==> src/rtl/interp_pkg.sv <==
// Shared types and constants for the interpolation frame sequencer.
package interp_pkg;

    localparam int DEFAULT_DATA_W = 12;
    localparam int STATS_W        = 16;

    typedef enum logic [1:0] {
        IDLE  = 2'd0,
        FILL  = 2'd1,
        RUN   = 2'd2,
        FLUSH = 2'd3
    } sched_state_t;

endpackage

==> src/rtl/interp_scan_cnt.sv <==
// Column/row position counter for a ROW_LENGTH x ROWS frame, advancing on accepted pixels.
module interp_scan_cnt #(
    parameter int ROW_LENGTH = 640,
    parameter int ROWS       = 480,
    localparam int COL_W     = $clog2(ROW_LENGTH),
    localparam int ROW_W     = $clog2(ROWS)
) (
    input  logic             clk,
    input  logic             rst,
    input  logic             clear,
    input  logic             advance,
    output logic [COL_W-1:0] col,
    output logic [ROW_W-1:0] row,
    output logic             col_wrap,
    output logic             frame_end
);

    assign col_wrap  = (col == COL_W'(ROW_LENGTH - 1));
    assign frame_end = col_wrap && (row == ROW_W'(ROWS - 1));

    // Clear wins over advance so a new frame always starts at the origin.
    always_ff @(posedge clk or posedge rst) begin
        if (rst) begin
            col <= '0;
            row <= '0;
        end else if (clear) begin
            col <= '0;
            row <= '0;
        end else if (advance) begin
            if (col_wrap) begin
                col <= '0;
                row <= frame_end ? '0 : row + ROW_W'(1);
            end else begin
                col <= col + COL_W'(1);
            end
        end
    end

endmodule

==> src/rtl/interp_sched.sv <==
// Frame sequencer for the 2x2 averaging interpolation datapath.
// Defining INTERP_SCHED_STATS_EN adds o_frame_cnt / o_drop_cnt statistics outputs.
import interp_pkg::*;

module interp_sched #(
    parameter int ROW_LENGTH = 640,
    parameter int ROWS       = 480,
    parameter int DATA_W     = DEFAULT_DATA_W
) (
    input  logic              i_clk,
    input  logic              i_rst,
    input  logic              i_start,
    input  logic              i_abort,
    input  logic              i_pix_valid,
    input  logic [DATA_W-1:0] i_pix_data,
    output logic              o_dp_valid,
    output logic [DATA_W-1:0] o_dp_data,
    input  logic [DATA_W-1:0] i_dp_data,
    output logic              o_valid,
    output logic [DATA_W-1:0] o_data,
    output logic              o_sof,
    output logic              o_eol,
    output logic              o_busy,
    output logic              o_done
`ifdef INTERP_SCHED_STATS_EN
    ,
    output logic [STATS_W-1:0] o_frame_cnt,
    output logic [STATS_W-1:0] o_drop_cnt
`endif
);

    localparam int COL_W = $clog2(ROW_LENGTH);
    localparam int ROW_W = $clog2(ROWS);

    sched_state_t     state_q, state_d;
    logic [COL_W-1:0] col, q_col;
    logic [ROW_W-1:0] row, q_row;
    logic             q_vld, done_q, out_vld;
    logic             streaming, accept, cnt_clear, col_wrap, frame_end;

    assign streaming = (state_q == FILL) || (state_q == RUN);
    assign accept    = streaming && i_pix_valid && !i_abort;
    assign cnt_clear = i_abort || ((state_q == IDLE) && i_start);

    interp_scan_cnt #(
        .ROW_LENGTH(ROW_LENGTH),
        .ROWS      (ROWS)
    ) u_scan (
        .clk      (i_clk),
        .rst      (i_rst),
        .clear    (cnt_clear),
        .advance  (accept),
        .col      (col),
        .row      (row),
        .col_wrap (col_wrap),
        .frame_end(frame_end)
    );

    always_ff @(posedge i_clk or posedge i_rst) begin
        if (i_rst) state_q <= IDLE;
        else       state_q <= state_d;
    end

    always_comb begin
        state_d = state_q;
        case (state_q)
            IDLE:    if (i_start) state_d = FILL;
            FILL:    if (accept && col_wrap) state_d = RUN;
            RUN:     if (accept && frame_end) state_d = FLUSH;
            FLUSH:   state_d = IDLE;
            default: state_d = IDLE;
        endcase
        if (i_abort) state_d = IDLE;
    end

    // Qualifier tracks the datapath's one-cycle latency; row 0 never reaches RUN.
    always_ff @(posedge i_clk or posedge i_rst) begin
        if (i_rst) begin
            q_vld  <= 1'b0;
            q_col  <= '0;
            q_row  <= '0;
            done_q <= 1'b0;
        end else begin
            q_vld  <= accept && (state_q == RUN) && (col != '0);
            q_col  <= col;
            q_row  <= row;
            done_q <= (state_q == FLUSH) && !i_abort;
        end
    end

    assign out_vld    = q_vld && !i_abort;
    assign o_dp_valid = streaming && i_pix_valid;
    assign o_dp_data  = streaming ? i_pix_data : '0;
    assign o_valid    = out_vld;
    assign o_data     = out_vld ? i_dp_data : '0;
    assign o_sof      = out_vld && (q_row == ROW_W'(1)) && (q_col == COL_W'(1));
    assign o_eol      = out_vld && (q_col == COL_W'(ROW_LENGTH - 1));
    assign o_busy     = (state_q != IDLE);
    assign o_done     = done_q;

`ifdef INTERP_SCHED_STATS_EN
    logic [STATS_W-1:0] frame_cnt, drop_cnt;

    // Frame count wraps; drop count saturates at all-ones.
    always_ff @(posedge i_clk or posedge i_rst) begin
        if (i_rst) begin
            frame_cnt <= '0;
            drop_cnt  <= '0;
        end else begin
            if (done_q)
                frame_cnt <= frame_cnt + STATS_W'(1);
            if ((state_q == IDLE) && i_pix_valid && (drop_cnt != '1))
                drop_cnt <= drop_cnt + STATS_W'(1);
        end
    end

    assign o_frame_cnt = frame_cnt;
    assign o_drop_cnt  = drop_cnt;
`endif

endmodule

==> config.mk <==
export PLATFORM = sky130hd
export DESIGN_NAME = interp_sched
export DESIGN_NICKNAME = d
export VERILOG_FILES = /design/src/rtl/interp_pkg.sv /design/src/rtl/interp_scan_cnt.sv /design/src/rtl/interp_sched.sv
export SDC_FILE = /design/constraint.sdc
export NUM_CORES = 1
export LEC_CHECK = 0
export BUFFER_PORTS_ARGS = -buffer_cell sky130_fd_sc_hd__buf_2
export CAP_MARGIN = 5
export CORE_MARGIN = 4
export CORE_UTILIZATION = 46
export CTS_CLUSTER_DIAMETER = 120
export DETAILED_ROUTE_END_ITERATION = 8
export PLACE_DENSITY = 0.78
export SLEW_MARGIN = 20
export SYNTH_ARGS = -nofsm -noshare
export SYNTH_HDL_FRONTEND = slang
export SYNTH_SLANG_ARGS = --single-unit
==> constraint.sdc <==
create_clock -name i_clk -period 2.08 [get_ports i_clk]
set_input_delay 0.312 -clock i_clk [delete_from_list [all_inputs] [get_ports i_clk]]
set_output_delay 0.312 -clock i_clk [all_outputs]
set_load 0.05 [all_outputs]
==> impl_metrics.ini, run 1 <==
[route]
vias = 1736
ant_nets = 0
firstDrtPassIters = 4
drt_iter0_markers = 72
drcViolationCount = 0
avgViaCountPerCell = 5.293
wl_um = 4638
wl_per_cell_um = 14.14

[worst_setup_path]
rr_worst_depth = 6
cp-endpoint = state_q[1]
startpoint = state_q[0]
worstPathCellList = inv_1 -> ha_4 -> nand4_4 -> or3_4 -> a221oi_2 -> mux2i_1
rrSetupSlack_ps = 100
cp-end-kind = register
worst_path_max_delay_cell = dfrtp_1
criticalPathCategory = reg -> reg
arrival_ps = 2200
worstReg2RegEnd = state_q[1]
crit_path_start_kind = register
cp_slowest_stage_delay_ps = 410
cp.required_ps = 2300
crit_fanout = 4
reg2reg_from = state_q[0]

[power]
power_density_mw_per_mm2 = 1115
ir_drop_mv = 0.9210
power.leakage_nw = 1.336

[global_route]
grt_usage_pct = 18.27
grt_pass1_wl_um = 7907
grt_pass1_vias = 1727
overflow = 0
grt_max_degree = 43
antenna_found_initial = 0

[floorplan]
die-height_um = 75.20
rows = 24
boundaryPins = 59
die-area_mm2 = 0.005654
core_area_mm2 = 0.004354
die_x_um = 75.20
start_util_pct = 47.70

[min_path]
hold_path_class = in -> async

[clock_network]
root_buffer = clkbuf_8
cts-buffers-inserted = 5
cts_sinks = 42
clkSlewWorstSetupHoldPaths_ps = 80
clock_path_buffers = 2
clock_latency_ps = 300
h-tree-depth = 2
cts_tree = built

[synth]
avgSynthCellArea_um2 = 10.38
syn_inst = 200
ys.flop_type = dfrtp_1
syn_nets = 237
synth-xor-area-share_pct = 5.482
synth_mux_area_share_pct = 0.9639
yosys.cell_types.count = 38
ys_seq_elements = 42
synth_top_family_by_area = simple AND/OR/NAND/NOR gates
ys_seq_area_share_pct = 50.60
async_reset_ff_share_pct = 100.0
yosys.area_share.simple_pct = 27.83
synth_adder_area_share_pct = 4.819
synth-edff-count = 0
ys_warn_count = 0
synth_compound_area_share_pct = 7.892
syn_area_mm2 = 0.002077

[final_layout]
area_growth_pct = 30.42
layout.nets = 312
drive_gt1_share_pct = 32.61
num_antenna_cells = 0
nFillCells = 352
multi_input_area_um2 = 997.2
final_cell_mix = 45 x buf_2, 42 x dfrtp_1, 24 x and2_1, 23 x nor2_1, 15 x nand2_1
final_common_cell = buf_2
ff_latch_area_mm2 = 0.001051

[placed_design]
port_buffers = 58
routabilityCongestion = 0.9193
hpwl_um = 3429

[sta]
setup_tns_ps = 0
post-route-period-util_pct = 95.13
finalClockSkew_ps = 7.104
period_needed_ps = 1979
fin_hold_ws_ps = 127.8
worstMarginPinSlew_ps = 515.4
max_freq_mhz = 505.4
hold_violations = 0
slew_headroom_pct = 65.64
slew_violations = 0
setup_viol = 0

[status]
status = finished clean

[flow_run]
cap_violations = 0
-- metrics by stage --
step                      power (mW)  utilization (%)  cells  instance area [um^2]  setup WS [ps]
after floorplan                1.858                -    200                  2077          41.83
after global placement         2.119            57.47    318                  2502          134.0
after detailed placement       2.147            57.47    318                  2502          63.58
after CTS                      2.930            60.69    326                  2643          6.213
after global routing           3.179            62.21    328                  2709         -3.695
final                          3.020            62.21    328                  2709          101.3
-- routing by layer --
| layer | routed length, um | global-route usage, % | vias up |
|---|---|---|---|
| li1 | - | - | 841 |
| met1 | 1949 | 24.23 | 825 |
| met2 | 2299 | 30.27 | 63 |
| met3 | 311 | 4.005 | 7 |
| met4 | 77 | 5.243 | 0 |
| met5 | 0 | 0 | - |
-- flip-flops by register name, summed over array words and instances (netlist names) --
name,flops
q_col,10
u_scan.col,10
q_row,9
u_scan.row,9
state_q,2
o_done,1
q_vld,1
-- layout make-up --
type                    instances  area share [%]
clock buffers                   5           2.540
clock inverters                 3           2.540
inverters                      10           1.386
multi-input cells             145           36.81
flip-flops and latches         42           38.80
well taps                      52           2.402
repair buffers                 71           15.52
-- synthesized netlist by cell type, types with 2 or more instances --
library cell  count  share of area [%]
nor4b_1           2               0.84
o21ai_0           3               0.72
inv_1            10                1.8
nand2_1          15                2.7
and3_1            5                1.5
dfrtp_1          42                 51
a21oi_1           4               0.96
xnor2_1           5                2.1
ha_1              8                4.8
nor2_1           23                4.2
o41ai_1           2               0.84
and2_1           24                7.2
nand3_1           7                1.7
nor4_1            5                1.5
mux2i_1           2               0.96
xor2_1            8                3.4
nor2b_1           2               0.60
clkbuf_1          2               0.36
nand4_1           7                2.1
nand2b_1          3               0.90
nor3_1            4               0.96
-- cell families (layout without fill, tap and decap cells) --
logic type,Yosys count,after routing
flip-flops,42,42
buffers and inverters,13,89
AND/OR/NAND/NOR,104,104
XOR/XNOR,13,13
AO/OA/AOI/OAI,18,18
adder cells (fa/ha/maj),8,8
multiplexers,2,2
-- worst min path at each step --
stage | cells after the start | from | to
final | 3 | i_rst | u_scan.row[5]
after global routing | 3 | i_rst | u_scan.row[7]
after CTS | 3 | i_rst | u_scan.row[7]
after detailed placement | 0 | u_scan.row[7] | q_row[7]
after global placement | 0 | u_scan.row[1] | q_row[1]
after floorplan | 1 | i_abort | o_done
-- worst max-delay path, delay by kind of cell (launching register included) --
kind                     cells  cell delay (ps)
multiplexers                 1              210
flip-flops                   1              410
AO/OA/AOI/OAI                1              340
adder cells (fa/ha/maj)      1              310
buffers and inverters        1              130
AND/OR/NAND/NOR              2              500
-- repair_timing --
item | in CTS | in global routing
setup buffers | 0 | 2
gates resized for setup | 1 | 16
pin swaps | 0 | 2
cloned | 0 | 0
hold buffers | 0 | 0
endpoints found under the setup margin | 1 | 29
-- power by group --
| group | total, mW | internal, mW | switching [mW] |
|---|---|---|---|
| registers | 0.922 | 0.875 | 0.0466 |
| clock network | 0.766 | 0.481 | 0.286 |
| logic | 1.33 | 0.453 | 0.879 |
| total | 3.02 | 1.81 | 1.21 |
(Power assumes the default switching activity.)
==> inputs of run 2 (changes only) <==
--- a/config.mk
+++ b/config.mk
@@ -8,10 +8,11 @@
 export BUFFER_PORTS_ARGS = -buffer_cell sky130_fd_sc_hd__buf_2
 export CAP_MARGIN = 5
 export CORE_MARGIN = 4
-export CORE_UTILIZATION = 46
+export CORE_UTILIZATION = 45
 export CTS_CLUSTER_DIAMETER = 120
 export DETAILED_ROUTE_END_ITERATION = 8
-export PLACE_DENSITY = 0.78
+export PLACE_DENSITY = 0.76
+export RECOVER_POWER = 50
 export SLEW_MARGIN = 20
 export SYNTH_ARGS = -nofsm -noshare
 export SYNTH_HDL_FRONTEND = slang
==> impl_metrics.ini, run 2 (synthesized netlist as in run 1, its figures left out) <==
[power]
power_density_mw_per_mm2 = 1077
ir_drop_mv = 0.8846
p_total_mw = 2.889
power.leakage_nw = 1.322

[route]
drt_iter0_markers = 84
vias = 1696
avgViaCountPerCell = 5.187
firstDrtPassIters = 4
ant_nets = 0
wl_per_cell_um = 13.81
drcViolationCount = 0
wl_um = 4517

[worst_setup_path]
crit_fanout = 4
arrival_ps = 2180
crit_path_start_kind = register
cp-end-kind = register
worst_path_max_delay_cell = or3_4
criticalPathCategory = reg -> reg
rrSetupSlack_ps = 90
worstPathCellList = inv_1 -> ha_4 -> nand4_4 -> or3_4 -> a2111oi_4 -> nor2_1 -> o21a_1
rr_worst_depth = 7
cp.required_ps = 2270
cp_slowest_stage_delay_ps = 430

[final_layout]
final_cell_mix = 49 x buf_2, 42 x dfrtp_1, 24 x and2_1, 23 x nor2_1, 15 x nand2_1
final_cell_count_no_fill = 327
drive_gt1_share_pct = 32.73
area_growth_pct = 29.22
finish.instance_area_mm2 = 0.002684
final_common_cell = buf_2
nFillCells = 378
reg_top3 = q_col: 10 flops, u_scan.col: 10 flops
num_antenna_cells = 0
layout.nets = 311

[placed_design]
port_buffers = 58
placed_area_mm2 = 0.002495
routabilityCongestion = 0.8594
hpwl_um = 3457
place_inst = 317

[clock_network]
cts-buffers-inserted = 5
cts_tree = built
root_buffer = clkbuf_8
clock_path_buffers = 2
clkSlewWorstSetupHoldPaths_ps = 80
clock_latency_ps = 300
cts_sinks = 42
h-tree-depth = 2

[global_route]
grt_pass1_wl_um = 7493
grt_max_degree = 43
grt_usage_pct = 15.71
overflow = 0
antenna_found_initial = 0
grt_pass1_vias = 1696

[status]
status = finished clean

[sta]
slew_violations = 0
period_needed_ps = 1991
worstMarginPinSlew_ps = 1003
finalClockSkew_ps = 8.286
setup_viol = 0
hold_violations = 0
slew_headroom_pct = 33.13
post-route-period-util_pct = 95.73
max_freq_mhz = 502.2

[min_path]
hold_path_class = in -> reg
whs_path_depth = 2

[flow_run]
cap_violations = 0

[floorplan]
die-height_um = 75.94
die-area_mm2 = 0.005766
die_x_um = 75.94
start_util_pct = 47.05
boundaryPins = 59
core_area_mm2 = 0.004414
rows = 24
-- run 2: changes by cell type in the layout (fill, tap and decap cells not counted) --
cell,before,now
buf_2,45,49
clkbuf_4,12,8
buf_4,14,12
clkinvlp_4,0,2
a221oi_2,1,0
a221oi_4,0,1
bufinv_16,2,1
clkbuf_2,0,1
clkinv_4,1,0
o41ai_1,2,1
o41ai_2,0,1
-- run 2: path summary, 6_finish.rpt --
kind | startpoint | end
max reg2reg | state_q[1] | state_q[0]
max in group asynchronous | i_rst | u_scan.col[4]
min in group asynchronous | i_rst | q_row[6]
min | i_abort | o_done
max | state_q[1] | state_q[0]
min reg2reg | u_scan.row[7] | q_row[7]
-- run 2: cell type report --
cell class,instances,area (um^2),area share [%]
Sequential cell,42,1051,39.16
Multi-Input combinational cell,145,1016,37.86
Timing Repair Buffer,70,400.4,14.92
Clock buffer,5,68.82,2.564
Tap cell,52,65.06,2.424
Clock inverter,3,45.04,1.678
Inverter,10,37.54,1.399
-- run 2: layer usage --
| metal | track usage [%] | vias up | wire, um |
|---|---|---|---|
| met1 | 19.83 | 791 | 2012 |
| met4 | 6.762 | 0 | 105 |
| li1 | - | 835 | - |
| met5 | 0 | - | 0 |
| met2 | 25.43 | 56 | 2141 |
| met3 | 3.910 | 14 | 258 |
-- run 2: repair_timing --
item	CTS	global route
hold buffers	0	0
pin swaps	0	1
setup buffers	0	2
hold endpoints to repair	0	0
setup endpoints to repair	1	20
gates resized for setup	1	14
-- run 2: metrics by stage --
stage          util, %  setup WS (ps)  TNS, ps  hold WS (ps)
5_1_grt          60.80         -8.788   -8.788         296.4
3_3_place_gp     56.52          130.0        0         414.4
3_5_place_dp     56.52          46.78        0         419.6
2_1_floorplan        -          41.83        0         377.6
6_report         60.80          88.87        0         283.2
4_1_cts          59.16          6.613        0         139.9
-- run 2: power breakdown --
group          internal (mW)  switching (mW)  total [mW]
sequential             0.875          0.0526       0.928
combinational          0.449           0.875        1.32
clock                  0.357           0.281       0.638
-- run 2: worst max-delay path: cells and delay by family (launching register included) --
kind | cells | cell delay (ps)
DFF | 1 | 410
adders and majority gates | 1 | 310
buffers and inverters | 1 | 120
AOI/OAI and AO/OA | 2 | 450
and+or+nand+nor | 3 | 590
==> inputs of run 3 (changes only) <==
--- a/config.mk
+++ b/config.mk
@@ -5,14 +5,16 @@
 export SDC_FILE = /design/constraint.sdc
 export NUM_CORES = 1
 export LEC_CHECK = 0
+export ABC_AREA = 1
 export BUFFER_PORTS_ARGS = -buffer_cell sky130_fd_sc_hd__buf_2
 export CAP_MARGIN = 5
 export CORE_MARGIN = 4
 export CORE_UTILIZATION = 45
 export CTS_CLUSTER_DIAMETER = 120
 export DETAILED_ROUTE_END_ITERATION = 8
-export PLACE_DENSITY = 0.76
+export PLACE_DENSITY = 0.75
 export RECOVER_POWER = 50
+export SETUP_SLACK_MARGIN = 0.02
 export SLEW_MARGIN = 20
 export SYNTH_ARGS = -nofsm -noshare
 export SYNTH_HDL_FRONTEND = slang
==> impl_metrics.ini, run 3 <==
[placed_design]
placed_area_mm2 = 0.002664
hpwl_um = 3767
place_inst = 431
routabilityCongestion = 0.8829
port_buffers = 58
pre_cts_ws_ps = 288.4

[power]
power_frac_clock_pct = 22.6
power_density_mw_per_mm2 = 993.5
p_int_mw = 1.559
sw_frac_of_total_pct = 44.20
ir_drop_mv = 1.047
p_sw_mw = 1.235
p_total_mw = 2.793
p_seq_share_pct = 31.3
combPwrFrac_pct = 46.1
power.leakage_nw = 1.613

[worst_setup_path]
criticalPathCategory = reg -> out
worst_path_max_delay_cell = dfrtp_1
cp-end-kind = output port
arrival_ps = 1600
cp_num_buf_inv = 4
cp_common_cell = inv_1
cp_slowest_stage_delay_ps = 380
cp.required_ps = 1770
worstPathCellList = inv_1 -> ha_1 -> buf_4 -> nand2_1 -> inv_1 -> buf_2
crit_fanout = 13
crit_path_start_kind = register
cp_top_family = buffers and inverters

[global_route]
grt_pass1_wl_um = 8445
overflow = 0
grt_usage_pct = 17.01
grt_max_degree = 43
grt_pass1_vias = 1969
antenna_found_initial = 0

[sta]
rsz0062_at_grt = false
fin_hold_ws_ps = 323.7
finalClockSkew_ps = 9.479
period_needed_ps = 1912
setup_viol = 0
slew_headroom_pct = 33.72
slew_violations = 0
finalWorstSetupSlack_ps = 167.6
post-route-period-util_pct = 91.94
setup_tns_ps = 0
max_freq_mhz = 522.9
worstMarginPinSlew_ps = 994.2
hold_violations = 0

[final_layout]
num_antenna_cells = 0
nFillCells = 451
final_cell_count_no_fill = 441
final_util_pct = 58.36
layout.nets = 410
area_growth_pct = 22.59
final_common_cell = inv_1
finish.instance_area_mm2 = 0.002811
final_cell_mix = 67 x inv_1, 63 x nand2_1, 50 x nor2_1, 48 x buf_2, 42 x dfrtp_1
reg_top3 = q_col: 10 flops, u_scan.col: 10 flops
drive_gt1_share_pct = 22.99

[synth]
syn_inst = 308
synth_top_area_share_pct = 45.83
yosys.cell_types.count = 24
yosys.cell_count.top_type = inv_1
ys_seq_elements = 42
ys_warn_count = 0
synth_area_leader_cell = dfrtp_1
syn_area_mm2 = 0.002293
ys.flop_type = dfrtp_1
ys_seq_area_share_pct = 45.83
synth-edff-count = 0
async_reset_ff_share_pct = 100.0
synth_area_leaders = dfrtp_1 46%, inv_1 11%, nand2_1 10%
avgSynthCellArea_um2 = 7.446
syn_nets = 345
synth_commonest_cells = 67 x inv_1, 63 x nand2_1, 52 x nor2_1, 42 x dfrtp_1, 23 x nand3_1

[clock_network]
root_buffer = clkbuf_8
cts-buffers-inserted = 5
clock_path_buffers = 2
cts_tree = built
clock_latency_ps = 290
h-tree-depth = 2
cts_sinks = 42
clkSlewWorstSetupHoldPaths_ps = 80

[route]
drt_iter0_markers = 166
firstDrtPassIters = 5
wl_per_cell_um = 11.09
vias = 2073
drcViolationCount = 0
ant_nets = 0
wl_um = 4892
avgViaCountPerCell = 4.701

[floorplan]
die-area_mm2 = 0.006303
boundaryPins = 59
start_util_pct = 47.61
core_area_mm2 = 0.004817
die_x_um = 79.39
die-height_um = 79.39
rows = 25

[flow_run]
cap_violations = 0

[status]
status = finished clean

[min_path]
hold_path_class = in -> async
run 3: worst paths after layout:
path                                       to           from  cells past startpoint  slack (ps)
worst min register to register       q_row[7]  u_scan.row[7]                      0         420
worst max-delay path            o_dp_data[10]     state_q[1]                      6         170
worst min-delay path                 q_row[0]          i_rst                      3         320
worst max register to register  u_scan.col[8]     state_q[1]                     10         330
min in group i_clk                     o_done        i_abort                      2         380
max in group asynchronous       u_scan.col[5]          i_rst                      3        1140
run 3: cell type report:
cell class                      instances  area (um^2)  share of cell area [%]
Sequential cell                        42         1051                   37.38
Multi-Input combinational cell        193        960.9                   34.18
Timing Repair Buffer                   63        350.3                   12.46
Inverter                               68        255.2                   9.079
Tap cell                               67        83.83                   2.982
Clock buffer                            6        72.57                   2.581
Clock inverter                          2        37.54                   1.335
run 3: metal layers:
layer / part of all wire (%) / wire length, um / track usage [%] / vias to the layer above
met1: 46 / 2249 / 22.50 / 910
met5: 0 / 0 / 0 / -
met3: 7.7 / 378 / 3.950 / 10
li1: - / - / - / 1064
met4: 1.5 / 71 / 5.670 / 0
met2: 45 / 2194 / 27.53 / 89
run 3: cells by family (layout without fill, tap and decap cells):
| group | count (synthesis) | after routing | share of synthesized area, % |
|---|---|---|---|
| buffers and inverters | 73 | 139 | 12.93 |
| AO/OA/AOI/OAI | 20 | 20 | 5.674 |
| adder cells (fa/ha/maj) | 8 | 8 | 4.365 |
| AND/OR/NAND/NOR | 165 | 165 | 31.21 |
| flip-flops | 42 | 42 | 45.83 |
run 3: power by group through the flow:
stage | logic (mW) | registers (mW) | clock network (mW)
2_1_floorplan | 0.967 | 0.894 | 0
3_3_place_gp | 1.20 | 0.893 | 0
3_5_place_dp | 1.21 | 0.900 | 0
4_1_cts | 1.22 | 0.883 | 0.651
5_1_grt | 1.41 | 0.881 | 0.689
6_report | 1.29 | 0.875 | 0.630
run 3: tightest hold or removal path: cells and delay by family:
kind | cells | cell delay, ps
buffers and inverters | 3 | 890
run 3: what timing repair did:
action	4_1_cts	5_1_grt
endpoints found under the setup margin	0	12
setup buffers	0	2
resized for setup	0	10
hold endpoints to repair	0	0
hold buffers	0	0
